[src/rtl/vga_timing_rx.sv]
// ---------------------------------------------------------------------------
// vga_timing_rx
//
// Receives a VGA-style raster (h_sync, v_sync, 12-bit RGB), measures the
// incoming timing, and once LOCK_FRAMES consecutive frames with the expected
// line length and line count have been seen, flags each active-area pixel
// with its (x, y) coordinate.
//
// Pipeline (rising edge of pixel_clk):
//   edge k   : h_sync / v_sync / rgb_in captured (syncs polarity-normalised)
//   edge k+1 : h_cnt / v_cnt / FSM updated from the captured sample
//   edge k+2 : pixel_data / pixel_x / pixel_y / pixel_valid / frame_start
//
// Ports:
//   pixel_clk    in   sole clock, rising edge
//   reset        in   asynchronous, active-high
//   h_sync       in   horizontal sync (polarity set by SYNC_ACTIVE_LOW)
//   v_sync       in   vertical sync   (polarity set by SYNC_ACTIVE_LOW)
//   rgb_in       in   12-bit 4:4:4 pixel colour
//   pixel_data   out  captured colour, 0 whenever pixel_valid is low
//   pixel_x      out  active-area column (holds outside the window)
//   pixel_y      out  active-area row    (holds outside the window)
//   pixel_valid  out  active-area pixel while locked
//   frame_start  out  one-cycle pulse alongside pixel (0,0) while locked
//   locked       out  high while the timing FSM is in LOCKED
//   sync_error   out  one-cycle pulse when a check fails while locked
// ---------------------------------------------------------------------------
module vga_timing_rx #(
    parameter int H_ACTIVE        = 640,
    parameter int H_SYNC          = 96,
    parameter int H_BACK          = 48,
    parameter int H_TOTAL         = 800,
    parameter int V_ACTIVE        = 480,
    parameter int V_SYNC          = 2,
    parameter int V_BACK          = 33,
    parameter int V_TOTAL         = 525,
    parameter int LOCK_FRAMES     = 2,
    parameter int SYNC_ACTIVE_LOW = 1
) (
    input  logic        pixel_clk,
    input  logic        reset,
    input  logic        h_sync,
    input  logic        v_sync,
    input  logic [11:0] rgb_in,
    output logic [11:0] pixel_data,
    output logic [9:0]  pixel_x,
    output logic [9:0]  pixel_y,
    output logic        pixel_valid,
    output logic        frame_start,
    output logic        locked,
    output logic        sync_error
);

    // -----------------------------------------------------------------------
    // Constants
    // -----------------------------------------------------------------------
    // XOR mask that turns the raw sync level into "1 = sync asserted".
    localparam logic SYNC_INV = (SYNC_ACTIVE_LOW != 0);

    // Active window bounds in counter units (start inclusive, end exclusive).
    localparam logic [10:0] H_OFS = 11'(H_SYNC + H_BACK);
    localparam logic [10:0] H_LIM = 11'(H_SYNC + H_BACK + H_ACTIVE);
    localparam logic [9:0]  V_OFS = 10'(V_SYNC + V_BACK);
    localparam logic [9:0]  V_LIM = 10'(V_SYNC + V_BACK + V_ACTIVE);

    // Expected lengths, one bit wider than the counters so that a saturated
    // counter plus one can never alias onto a legal total.
    localparam logic [11:0] H_TOTAL_W = 12'(H_TOTAL);
    localparam logic [10:0] V_TOTAL_W = 11'(V_TOTAL);

    localparam logic [10:0] H_SAT = 11'h7FF;
    localparam logic [9:0]  V_SAT = 10'h3FF;

    // Good-frame counter wide enough to hold LOCK_FRAMES itself.
    localparam int              GW          = $clog2(LOCK_FRAMES + 1);
    localparam logic [GW-1:0]   LOCK_TARGET = GW'(LOCK_FRAMES);

    typedef enum logic [1:0] {
        UNLOCKED = 2'd0,
        ACQUIRE  = 2'd1,
        LOCKED   = 2'd2
    } state_t;

    // -----------------------------------------------------------------------
    // Input stage: one register for every input, syncs normalised so that
    // 1 always means "asserted". The previous-sample registers give the
    // leading-edge detect; under reset both hold the deasserted level, so a
    // sync that is already asserted at release is seen as a fresh edge.
    // -----------------------------------------------------------------------
    logic        hs_reg;
    logic        vs_reg;
    logic        hs_prev_reg;
    logic        vs_prev_reg;
    logic [11:0] rgb_reg;
    logic [11:0] rgb_dly_reg;

    always_ff @(posedge pixel_clk or posedge reset) begin
        if (reset) begin
            hs_reg      <= 1'b0;
            vs_reg      <= 1'b0;
            hs_prev_reg <= 1'b0;
            vs_prev_reg <= 1'b0;
            rgb_reg     <= 12'd0;
            rgb_dly_reg <= 12'd0;
        end else begin
            hs_reg      <= h_sync ^ SYNC_INV;
            vs_reg      <= v_sync ^ SYNC_INV;
            hs_prev_reg <= hs_reg;
            vs_prev_reg <= vs_reg;
            rgb_reg     <= rgb_in;
            // Extra delay so colour lines up with the counter-derived outputs.
            rgb_dly_reg <= rgb_reg;
        end
    end

    logic h_edge;
    logic v_edge;

    assign h_edge = hs_reg & ~hs_prev_reg;
    assign v_edge = vs_reg & ~vs_prev_reg;

    // -----------------------------------------------------------------------
    // Raster counters. h_cnt is the sample index since the last hsync
    // leading edge; v_cnt is the line index since the last vsync leading
    // edge. When both edges arrive together the vsync load takes priority,
    // which is the normal case at the top of a frame.
    // -----------------------------------------------------------------------
    logic [10:0] h_cnt_reg;
    logic [9:0]  v_cnt_reg;
    logic        h_seen_reg;
    logic        v_seen_reg;

    always_ff @(posedge pixel_clk or posedge reset) begin
        if (reset) begin
            h_cnt_reg  <= 11'd0;
            v_cnt_reg  <= 10'd0;
            h_seen_reg <= 1'b0;
            v_seen_reg <= 1'b0;
        end else begin
            if (h_edge) begin
                h_cnt_reg <= 11'd0;
            end else if (h_cnt_reg != H_SAT) begin
                h_cnt_reg <= h_cnt_reg + 11'd1;
            end

            if (v_edge) begin
                v_cnt_reg <= 10'd0;
            end else if (h_edge && (v_cnt_reg != V_SAT)) begin
                v_cnt_reg <= v_cnt_reg + 10'd1;
            end

            // The first edge of each kind after reset has no complete
            // line/frame behind it, so its measurement is not checked.
            if (h_edge) begin
                h_seen_reg <= 1'b1;
            end
            if (v_edge) begin
                v_seen_reg <= 1'b1;
            end
        end
    end

    // -----------------------------------------------------------------------
    // Timing checks, evaluated on the edge that closes a line or frame.
    // -----------------------------------------------------------------------
    logic [11:0] line_len;
    logic [10:0] frame_lines;
    logic        line_bad;
    logic        frame_checked;
    logic        frame_bad;
    logic        check_fail;

    assign line_len      = {1'b0, h_cnt_reg} + 12'd1;
    assign frame_lines   = {1'b0, v_cnt_reg} + 11'd1;
    assign line_bad      = h_edge & h_seen_reg & (line_len != H_TOTAL_W);
    assign frame_checked = v_edge & v_seen_reg;
    assign frame_bad     = frame_checked & (frame_lines != V_TOTAL_W);
    assign check_fail    = line_bad | frame_bad;

    // -----------------------------------------------------------------------
    // Lock FSM with registered locked / sync_error.
    // A line failure on the same edge as a passing frame check blocks the
    // lock, because the failure branch is taken ahead of the count branch.
    // -----------------------------------------------------------------------
    state_t        state_reg;
    logic [GW-1:0] good_cnt_reg;
    logic [GW-1:0] good_cnt_inc;
    logic          locked_reg;
    logic          sync_error_reg;

    assign good_cnt_inc = good_cnt_reg + GW'(1);

    always_ff @(posedge pixel_clk or posedge reset) begin
        if (reset) begin
            state_reg      <= UNLOCKED;
            good_cnt_reg   <= '0;
            locked_reg     <= 1'b0;
            sync_error_reg <= 1'b0;
        end else begin
            sync_error_reg <= 1'b0;
            case (state_reg)
                UNLOCKED: begin
                    locked_reg <= 1'b0;
                    if (v_edge) begin
                        state_reg    <= ACQUIRE;
                        good_cnt_reg <= '0;
                    end
                end

                ACQUIRE: begin
                    if (check_fail) begin
                        good_cnt_reg <= '0;
                    end else if (frame_checked) begin
                        good_cnt_reg <= good_cnt_inc;
                        if (good_cnt_inc == LOCK_TARGET) begin
                            state_reg  <= LOCKED;
                            locked_reg <= 1'b1;
                        end
                    end
                end

                LOCKED: begin
                    if (check_fail) begin
                        state_reg      <= ACQUIRE;
                        good_cnt_reg   <= '0;
                        locked_reg     <= 1'b0;
                        sync_error_reg <= 1'b1;
                    end
                end

                default: begin
                    state_reg    <= UNLOCKED;
                    good_cnt_reg <= '0;
                    locked_reg   <= 1'b0;
                end
            endcase
        end
    end

    // -----------------------------------------------------------------------
    // Output stage. The counters here describe the sample captured one edge
    // earlier, and locked_reg already reflects any FSM update made for that
    // same sample, so validity and colour stay aligned.
    // -----------------------------------------------------------------------
    logic        in_window;
    logic        valid_next;
    logic        origin;
    logic [11:0] pixel_data_reg;
    logic [9:0]  pixel_x_reg;
    logic [9:0]  pixel_y_reg;
    logic        pixel_valid_reg;
    logic        frame_start_reg;

    assign in_window  = (h_cnt_reg >= H_OFS) && (h_cnt_reg < H_LIM) &&
                        (v_cnt_reg >= V_OFS) && (v_cnt_reg < V_LIM);
    assign valid_next = in_window & locked_reg;
    assign origin     = (h_cnt_reg == H_OFS) && (v_cnt_reg == V_OFS);

    always_ff @(posedge pixel_clk or posedge reset) begin
        if (reset) begin
            pixel_data_reg  <= 12'd0;
            pixel_x_reg     <= 10'd0;
            pixel_y_reg     <= 10'd0;
            pixel_valid_reg <= 1'b0;
            frame_start_reg <= 1'b0;
        end else begin
            pixel_valid_reg <= valid_next;
            pixel_data_reg  <= valid_next ? rgb_dly_reg : 12'd0;
            frame_start_reg <= valid_next & origin;
            // Coordinates track the window even before lock and freeze
            // outside it, so they show the last active pixel.
            if (in_window) begin
                pixel_x_reg <= 10'(h_cnt_reg - H_OFS);
                pixel_y_reg <= v_cnt_reg - V_OFS;
            end
        end
    end

    assign pixel_data  = pixel_data_reg;
    assign pixel_x     = pixel_x_reg;
    assign pixel_y     = pixel_y_reg;
    assign pixel_valid = pixel_valid_reg;
    assign frame_start = frame_start_reg;
    assign locked      = locked_reg;
    assign sync_error  = sync_error_reg;

endmodule

[config.mk]
export PLATFORM = sky130hd
export DESIGN_NAME = vga_timing_rx
export DESIGN_NICKNAME = d
export VERILOG_FILES = /design/src/rtl/vga_timing_rx.sv
export SDC_FILE = /design/constraint.sdc
export NUM_CORES = 1
export LEC_CHECK = 0
export CAP_MARGIN = 30
export CELL_PAD_IN_SITES_DETAIL_PLACEMENT = 1
export CELL_PAD_IN_SITES_GLOBAL_PLACEMENT = 2
export CORE_UTILIZATION = 30
export DETAILED_ROUTE_END_ITERATION = 10
export PLACE_DENSITY = 0.64
export SETUP_SLACK_MARGIN = 0.4
export SYNTH_ARGS = -nofsm -noshare
export SYNTH_HDL_FRONTEND = slang
export SYNTH_SLANG_ARGS = --single-unit
export TNS_END_PERCENT = 5
[constraint.sdc]
create_clock -name pixel_clk -period 4.19 [get_ports pixel_clk]
set_clock_uncertainty 0.05 [all_clocks]
set_input_delay 0.6285 -clock pixel_clk [delete_from_list [all_inputs] [get_ports pixel_clk]]
set_output_delay 0.6285 -clock pixel_clk [all_outputs]
set_load 0.05 [all_outputs]
## After elaboration in Yosys (flattened, before gate mapping)

Index checks and enable logic that the tools add are counted.

- Add/subtract/negate cells: 7
- Order comparisons: 4
- Equality and inequality tests: 15
- Mux-type cells: 23
- Bitwise logic cells: 13
- Reduce and logical (&&, ||, !) cells: 11

Operators by type and width:

| kind | number |
|---|---|
| 11-bit 2-to-1 mux | 2 |
| 10-bit 2-to-1 mux | 2 |
| 2-bit 2-to-1 mux | 9 |
| 11-bit by 1-bit adder with 12-bit output, second input constant | 1 |
| 12-bit 2-to-1 mux | 1 |
| 12-bit by 10-bit inequality test with 1-bit output, second input constant | 1 |
| 2-bit case mux with 3 select lines | 2 |
| 10-bit by 1-bit adder with 11-bit output, second input constant | 1 |
| 11-bit by 1-bit adder with 11-bit output, second input constant | 1 |
| 11-bit by 8-bit equality test with 1-bit output, second input constant | 1 |
| 11-bit by 8-bit >= comparator with 1-bit output, second input constant | 1 |
| 11-bit by 10-bit < comparator with 1-bit output, second input constant | 1 |
| 11-bit by 10-bit inequality test with 1-bit output, second input constant | 1 |
| 11-bit inequality test, second input constant | 1 |
| 10-bit by 1-bit adder with 10-bit output, second input constant | 1 |
| 10-bit by 6-bit equality test with 1-bit output, second input constant | 1 |
| 10-bit by 6-bit >= comparator with 1-bit output, second input constant | 1 |
| 10-bit < comparator, second input constant | 1 |
| 10-bit inequality test, second input constant | 1 |
| 2-bit inequality test, second input constant | 5 |
| 10-bit by 6-bit subtractor with 10-bit output, second input constant | 1 |
| 10-bit by 8-bit subtractor with 10-bit output, second input constant | 1 |
| 1-bit bitwise AND | 8 |
| 1-bit 2-to-1 mux | 6 |
| 13 further kinds | 22 |

- Flip-flop bits (word level): 91
- Bits of input ports: 16
- Output and inout port bits: 36
- Logic and storage cells: 92

## Logic depth before layout (Yosys ltp)

Gate-level depths: netlist of run 1.

- Word-level depth: 7
- Depth in mapped cells: 9

## Least setup slack after synthesis of run 1

OpenSTA, ideal clock, no wires.

- Path type: flip-flop to flip-flop
- Start: register h_cnt_reg[4]
- End: register good_cnt_reg[0]
- Data arrival time: 2.054 ns
- Required time: 4.071 ns
- Path slack: 2.017 ns
- Cell stages (with the launch flop): 8
- Buffers on the path: 0
- Period minus slack after synthesis: 2.173 ns
- Cell sequence: dfrtp_1 ha_1 nand4_4 nor3b_1 o221ai_1 o31a_1 or4_1 nand3_1

- Longest elaborated chain between the ends: 6
- Elaborated cells on any way between the ends: 9
- Those cells by class: add/sub (1); eq/ne (3); mux (2); bitwise (2); reduce/logical (1)

RTL lines:

| what | line | RTL |
|---|---|---|
| from (decl) | 128 | `logic [10:0] h_cnt_reg;` |
| from (signal assigned) | 143 | `h_cnt_reg <= h_cnt_reg + 11'd1;` |
| 11-bit by 1-bit adder with 12-bit output (*) | 173 | `assign line_len = {1'b0, h_cnt_reg} + 12'd1;` |
| 12-bit by 10-bit inequality test with 1-bit output (*) | 175 | `assign line_bad = h_edge & h_seen_reg & (line_len != H_TOTAL_W);` |
| 1-bit bitwise AND (*) | 175 |  |
| 1-bit OR (*) | 178 | `assign check_fail = line_bad \| frame_bad;` |
| 3-bit inequality test (no source line), or another cell as far along | n/a |  |
| 3-bit AND reduction (no source line) or 2-bit case mux with 3 select lines (tied branches) | n/a |  |
| to (signal assigned) | 214 | `good_cnt_reg <= good_cnt_inc;` |
| to (decl) | 186 | `logic [GW-1:0] good_cnt_reg;` |

Every way passes the cells marked *; elsewhere a longest branch is shown, timed or not.
A chain may end at the register's enable or synchronous reset.

## Worst setup path in the final report of run 1

- Start: register v_cnt_reg[0]
- End: register pixel_x_reg[2] (netlist: pixel_x[2])

- Longest elaborated chain between the ends: 3
- Elaborated cells on any way between the ends: 4
- Those cells by class: order compare (2); reduce/logical (2)

RTL lines:

| what | line | RTL |
|---|---|---|
| from (decl) | 129 | `logic [9:0] v_cnt_reg;` |
| from (signal assigned) | 149 | `v_cnt_reg <= v_cnt_reg + 10'd1;` |
| 10-bit by 6-bit >= comparator with 1-bit output | 255 | `(v_cnt_reg >= V_OFS) && (v_cnt_reg < V_LIM);` |
| 1-bit logical AND | 254 | `assign in_window = (h_cnt_reg >= H_OFS) && (h_cnt_reg < H_LIM) &&` |
| 1-bit logical AND (*) | 255 |  |
| to (signal assigned) | 273 | `pixel_x_reg <= 10'(h_cnt_reg - H_OFS);` |
| to (decl) | 249 | `logic [9:0] pixel_x_reg;` |

Marked as above.

==> results of run 1 <==
-- synth_stat cells (all sizes together), types with 3 or more instances --
library cell  count
ha                8
and2             15
clkbuf            4
dfrtp            91
nor3              8
o31ai             3
nand2            40
nand3            12
inv              14
or3               3
xor2             10
xnor2            18
mux2              3
nand2b            5
a21oi            17
and3              3
nand4             5
and3b             3
or2               3
nor2             31
buf              18
nor4              5
nor2b             3
o21ai            21
o31a              3
-- area by class of cell --
class / instances / area share [%]
Sequential cell: 91 / 45.8
Multi-Input combinational cell: 247 / 31.5
Timing Repair Buffer: 56 / 11.0
Clock buffer: 9 / 4.53
Tap cell: 172 / 4.33
Clock inverter: 7 / 1.76
Inverter: 14 / 1.08
-- worst min-delay path by stage --
| stage | depth (start not counted) | slack [ns] | endpoint |
|---|---|---|---|
| floorplan | 0 | 0.28 | rgb_dly_reg[0] |
| global placement | 0 | 0.28 | rgb_dly_reg[6] |
| detailed placement | 0 | 0.29 | rgb_dly_reg[2] |
| CTS | 0 | 0.30 | rgb_dly_reg[5] |
| global route | 0 | 0.30 | rgb_dly_reg[5] |
| finish | 0 | 0.30 | rgb_dly_reg[5] |
-- per-layer routing --
layer  global-route usage (%)  vias up
met5                        0        -
met4                     6.73        0
met3                     2.96       12
met2                     21.3       45
met1                     19.2     1414
li1                         -     1369
-- logic make-up (layout without fill, tap and decap cells) --
| group | Yosys count | in the layout |
|---|---|---|
| buf+inv | 36 | 86 |
| flops | 91 | 91 |
| xor+xnor | 28 | 28 |
| fa+ha+maj | 8 | 8 |
| mux | 3 | 3 |
| simple gates | 145 | 145 |
| compound gates | 63 | 63 |
-- power breakdown --
group	leakage, nW	switching [W]	internal [W]	total, W
logic	0.804	0.0000767	0.0000584	0.000135
clock network	0.155	0.000378	0.000478	0.000857
registers	1.18	0.0000536	0.000909	0.000963
total	2.14	0.000509	0.00145	0.00195
-- cells in the final DEF, fill, tap and decap left out, types with 3 or more instances in the layout --
cell,instances
sky130_fd_sc_hd__dfrtp_1,91
sky130_fd_sc_hd__clkdlybuf4s50_1,51
sky130_fd_sc_hd__nand2_1,40
sky130_fd_sc_hd__nor2_1,30
sky130_fd_sc_hd__xnor2_1,18
sky130_fd_sc_hd__a21oi_1,17
sky130_fd_sc_hd__o21ai_1,16
sky130_fd_sc_hd__and2_1,14
sky130_fd_sc_hd__inv_1,13
sky130_fd_sc_hd__nand3_1,11
sky130_fd_sc_hd__xor2_1,10
sky130_fd_sc_hd__clkbuf_16,9
sky130_fd_sc_hd__ha_1,8
sky130_fd_sc_hd__nor3_1,7
sky130_fd_sc_hd__nand2b_1,5
sky130_fd_sc_hd__buf_4,5
sky130_fd_sc_hd__nand4_1,4
sky130_fd_sc_hd__o21ai_0,4
sky130_fd_sc_hd__and3_1,3
sky130_fd_sc_hd__nor4_1,3
sky130_fd_sc_hd__and3b_1,3
sky130_fd_sc_hd__nor2b_1,3
sky130_fd_sc_hd__o31a_1,3
sky130_fd_sc_hd__o31ai_1,3
sky130_fd_sc_hd__or3_1,3
sky130_fd_sc_hd__or2_2,3
sky130_fd_sc_hd__mux2_1,3
sky130_fd_sc_hd__inv_6,3
-- per-stage QoR --
step           cell area, sq um  worst slack, ns  util (%)
2_1_floorplan              4020             1.15         -
3_3_place_gp               4660             1.51      36.3
3_5_place_dp               4660             1.41      36.3
4_1_cts                    4970             1.38      38.8
5_1_grt                    4970             1.19      38.8
6_report                   4970             1.42      38.8
==> flow_summary.toml, run 1 <==
[status]
run_status = "complete, no violations"

[power]
cellLeakagePower_nw = 2.14
vdd_drop_max_mv = 0.250
powerDensity_nw_per_um2 = 393
post-layout-total-power_w = 0.00195

[finish]
final-seq-area_sq_um = 2280
layout-drive-gt1-share_pct = 8.25
nFillCells = 1460
syn_to_final_growth_pct = 23.6
combined_area_of_the_multi_input_logic_cells_sq_um = 1570
antenna_cells_inserted = 0
fin_nets = 443
finalNonFillerCells = 596

[grt]
via_count_of_the_first_global_routing_pass = 2946
globalRouteOverflowTotal = 0
grt_antenna_before_repair = 0
track_usage_pct = 14.1
grt_first_pass_wirelength_microns = 15300
largest_net_degree_at_the_start_of_global_routing = 48

[detailed_routing]
drt-initial-drc-count = 144
route.met2.wl_microns = 4040
routed_via_density = 4.77
met3WireLength_microns = 301
avgRoutedWirePerCell_microns = 14.8
routed_wl_microns = 8830
top_signal_layer_used = "met4"
drtAntennaViolNets = 0
post-route-drc-count = 0
firstDrtPassIters = 6
wl_met1_microns = 4330
detailroute.via_count = 2840

[min_path]
min-delay-start = "rgb_reg[5]"
worst_hold_path_type = "register to register"

[logic_synthesis]
netlist-cell-type-count = 56
synth_compound_area_share_pct = 10.2
synth-edff-count = 0
synth_simple_gate_area_share_pct = 19.3
synth_seq_cells = 91
synth_top_family_by_area = "simple AND/OR/NAND/NOR gates"
synth_cells = 374
postSynth.asyncResetShare_pct = 100
yosysTopAreaCell = "sky130_fd_sc_hd__dfrtp_1"
ys_seq_area_share_pct = 56.6
synth_fa_ha_area_share_pct = 2.49
postSynth.topFlopCell = "sky130_fd_sc_hd__dfrtp_1"
synthesized_area_fraction_occupied_by_xor_and_xnor_cells_pct = 6.10
yosys.area.top_type_share_pct = 56.6
synth_nets = 398
muxShareOfSynthArea_pct = 0.840
synthesis.area_sq_um = 4020
post_synth.cell_area_avg_sq_um = 10.8
synth-warning-count = 0
post_synth_main_area_contributors = "sky130_fd_sc_hd__dfrtp_1, sky130_fd_sc_hd__xnor2_1, sky130_fd_sc_hd__nand2_1"

[sta]
hold_ws_ns = 0.300
highest_attainable_clock_frequency_mhz = 361
setup_tns_ns = 0
fin_crit_ns = 2.77
post-route-period-util_pct = 66.1
relSlewSlack_pct = 46.7
tightest_slew_ns = 0.800
final-hold-violation-count = 0
finalSetupViolations = 0
final_max_slew_viol_count = 0
rsz0062_at_grt = "false"

[setup_path]
critical_path.startpoint = "v_cnt_reg[0]"
r2r-start = "v_cnt_reg[0]"
cp.arrival_ns = 2.96
crit_path_max_fanout = 34
timing.critical_path.required_ns = 4.38
crit_chain = "ha_1 > o41ai_2 > a21oi_1 > o221a_2 > o21ai_2 > buf_4 > mux2_1"
r2r-end = "pixel_x[2]"
timing_worst_setup_path_type = "register to register"
crit_cells = 7
rrSetupSlack_ns = 1.42
worst_path_dominant_cell_family = "compound AO/OA/AOI/OAI gates"
critPathMaxStageDelay_ns = 0.49
bufs_and_invs_on_worst_path = 1
critPathCapture = "pixel_x[2]"
crit_path_top_delay_cell = "sky130_fd_sc_hd__dfrtp_1"
end_kind = "register"
worst-r2r-cell-count = 7
timing.critical_path.from_type = "register"

[floorplan]
fp.dieW_microns = 118
design.die.area_sq_um = 13900
fp.coreArea_sq_um = 12800
die_height_microns = 118
count_of_pins_on_the_block_boundary = 52
start_util_pct = 31.4
placementRows = 41

[placement]
number_of_cells_after_detailed_placement = 580
hpwlAfterDp_microns = 6380
gpl.final_weighted_congestion = 0.788
placement.io_buffers = 51

[flow_run]
max_cap_violations = 0

[clock_tree]
clock_tree_from_tritoncts = "yes"
cts.clk_slew.worst_paths_ns = 0.07
clock_tree.root_cell = "sky130_fd_sc_hd__clkbuf_16"
cts_made_buffers = 9
cts_resized = 0
hold_buffers = 0
clock_sinks = 91
cts.path.max_buffers = 2
cts_max_level = 3
clk-insertion-delay-late_ns = 0.35
post_cts.repair.setup_buffers = 0
No activity file was read; power rests on OpenSTA's default activity.
==> run 2, diff against run 1 <==
Clock period 4.19 ns to 2.55 ns, I/O delays scaled along.
==> flow_summary.toml, run 2 (synthesized netlist as in run 1, its figures left out) <==
[status]
run_status = "complete, no violations"

[clock_tree]
cts_max_level = 3
hold_buffers = 0
cts.path.max_buffers = 2
clk-insertion-delay-late_ns = 0.35
clock_sinks = 91
cts_made_buffers = 9
clock_tree_from_tritoncts = "yes"
clock_tree.root_cell = "sky130_fd_sc_hd__clkbuf_16"
cts.clk_slew.worst_paths_ns = 0.07

[placement]
placement.io_buffers = 51
placement.setup.worst_slack_ns = 0.0770
gpl.final_weighted_congestion = 0.783
hpwlAfterDp_microns = 6750

[power]
vdd_drop_max_mv = 0.357
cellLeakagePower_nw = 2.36
intPower_w = 0.00238
powerDensity_nw_per_um2 = 604
power.sequential.fraction_pct = 47.5
power.clock.fraction_pct = 40.3
power.net_switching_w = 0.000891
power.switching_fraction_pct = 27.2
combinationalPowerShare_pct = 12.1

[detailed_routing]
met3WireLength_microns = 309
post-route-drc-count = 0
top_signal_layer_used = "met4"
drt-initial-drc-count = 112
drtAntennaViolNets = 0
wl_met1_microns = 4560
routed_via_density = 4.63
routed_wl_microns = 9630
route.met2.wl_microns = 4610
detailroute.via_count = 2940
avgRoutedWirePerCell_microns = 15.2
firstDrtPassIters = 4

[setup_path]
timing.critical_path.required_ns = 2.78
crit_path_top_delay_cell = "sky130_fd_sc_hd__or4_1"
r2r-end = "good_cnt_reg[1]"
timing_worst_setup_path_type = "register to register"
crit_cells = 7
rrSetupSlack_ns = 0.33
timing.critical_path.from_type = "register"
crit_chain = "ha_2 > nand4_4 > nor3b_2 > o221ai_2 > o31a_1 > or4_1 > nand3_1"
crit_path_max_fanout = 5
worst_path_dominant_cell_family = "simple AND/OR/NAND/NOR gates"
r2r-start = "h_cnt_reg[5]"
critPathCapture = "good_cnt_reg[1]"
worst-r2r-cell-count = 7
end_kind = "register"
critical_path.startpoint = "h_cnt_reg[5]"
bufs_and_invs_on_worst_path = 0
critPathMaxStageDelay_ns = 0.48
cp.arrival_ns = 2.45

[min_path]
worst_hold_path_type = "register to register"

[grt]
via_count_of_the_first_global_routing_pass = 3182
largest_net_degree_at_the_start_of_global_routing = 37
grt_antenna_before_repair = 0
grt_first_pass_wirelength_microns = 16600
track_usage_pct = 15.4
globalRouteOverflowTotal = 0

[floorplan]
fp.coreArea_sq_um = 12800
count_of_pins_on_the_block_boundary = 52
die_height_microns = 118
fp.dieW_microns = 118
design.die.area_sq_um = 13900
start_util_pct = 31.4
placementRows = 41

[sta]
highest_attainable_clock_frequency_mhz = 451
relSlewSlack_pct = 63.1
post-route-period-util_pct = 86.9
finalSetupViolations = 0
setup_tns_ns = 0
fin_crit_ns = 2.22
final_max_slew_viol_count = 0
tightest_slew_ns = 0.553
postLayoutSetupSlackWorst_ns = 0.334
final-hold-violation-count = 0
rsz0062_at_grt = "true"

[finish]
layout-drive-gt1-share_pct = 20.3
fin_nets = 482
syn_to_final_growth_pct = 34.8
layout_common_cells = "sky130_fd_sc_hd__dfrtp_1, sky130_fd_sc_hd__clkdlybuf4s50_1, sky130_fd_sc_hd__nand2_1, sky130_fd_sc_hd__buf_4, sky130_fd_sc_hd__nor2_1"
layout_commonest_cell = "sky130_fd_sc_hd__dfrtp_1"
antenna_cells_inserted = 0

[flow_run]
max_cap_violations = 0
-- run 2: layout make-up --
| cell class | count | area (sq um) |
|---|---|---|
| fillers | 1447 | 7400 |
| flip-flops and latches | 91 | 2290 |
| multi-input cells | 247 | 1670 |
| repair buffers | 95 | 893 |
| clock buffers | 9 | 225 |
| well taps | 172 | 215 |
| clock inverters | 7 | 72.6 |
| inverters | 14 | 56.3 |
-- run 2: how the worst min path moves through the flow --
| stage | from | endpoint | slack [ns] | depth (start not counted) |
|---|---|---|---|---|
| 2_1_floorplan | rgb_reg[0] | rgb_dly_reg[0] | 0.28 | 0 |
| 3_3_place_gp | rgb_reg[9] | rgb_dly_reg[9] | 0.28 | 0 |
| 3_5_place_dp | rgb_reg[1] | rgb_dly_reg[1] | 0.29 | 0 |
| 4_1_cts | rgb_reg[1] | rgb_dly_reg[1] | 0.30 | 0 |
| 5_1_grt | rgb_reg[4] | rgb_dly_reg[4] | 0.31 | 0 |
| 6_report | rgb_reg[9] | rgb_dly_reg[9] | 0.30 | 0 |
-- run 2: routing by layer --
layer	up-vias	GRT usage [%]
met5	-	0
met4	0	5.77
met1	1457	19.9
met3	9	3.83
li1	1432	-
met2	42	24.8
-- run 2: per-stage QoR --
step / util (%) / cells / power (W) / cell area (sq um) / hold slack, ns
2_1_floorplan: - / 374 / 0.00176 / 4030 / 0.281
3_3_place_gp: 37.4 / 595 / 0.00186 / 4800 / 0.282
3_5_place_dp: 37.4 / 595 / 0.00187 / 4800 / 0.286
4_1_cts: 42.2 / 635 / 0.00333 / 5410 / 0.302
5_1_grt: 42.3 / 635 / 0.00343 / 5420 / 0.308
6_report: 42.3 / 635 / 0.00327 / 5420 / 0.299
-- run 2: repair_timing --
item	CTS	global route
setup buffers	24	0
setup endpoints to repair	38	38
pin swaps	8	7
resized for setup	28	4
-- run 2: worst register-to-register path: stages, from the launching register on --
cell	delay, ns
sky130_fd_sc_hd__dfrtp_1	0.41
sky130_fd_sc_hd__ha_2	0.22
sky130_fd_sc_hd__nand4_4	0.14
sky130_fd_sc_hd__nor3b_2	0.25
sky130_fd_sc_hd__o221ai_2	0.15
sky130_fd_sc_hd__o31a_1	0.37
sky130_fd_sc_hd__or4_1	0.49
sky130_fd_sc_hd__nand3_1	0.08
-- run 2: power groups by stage --
stage          Combinational (W)  Sequential (W)  Clock (W)
3_3_place_gp            0.000268         0.00159          0
4_1_cts                 0.000400         0.00155    0.00138
5_1_grt                 0.000443         0.00156    0.00142
6_report                0.000398         0.00156    0.00132
3_5_place_dp            0.000274         0.00159          0
2_1_floorplan           0.000214         0.00155          0
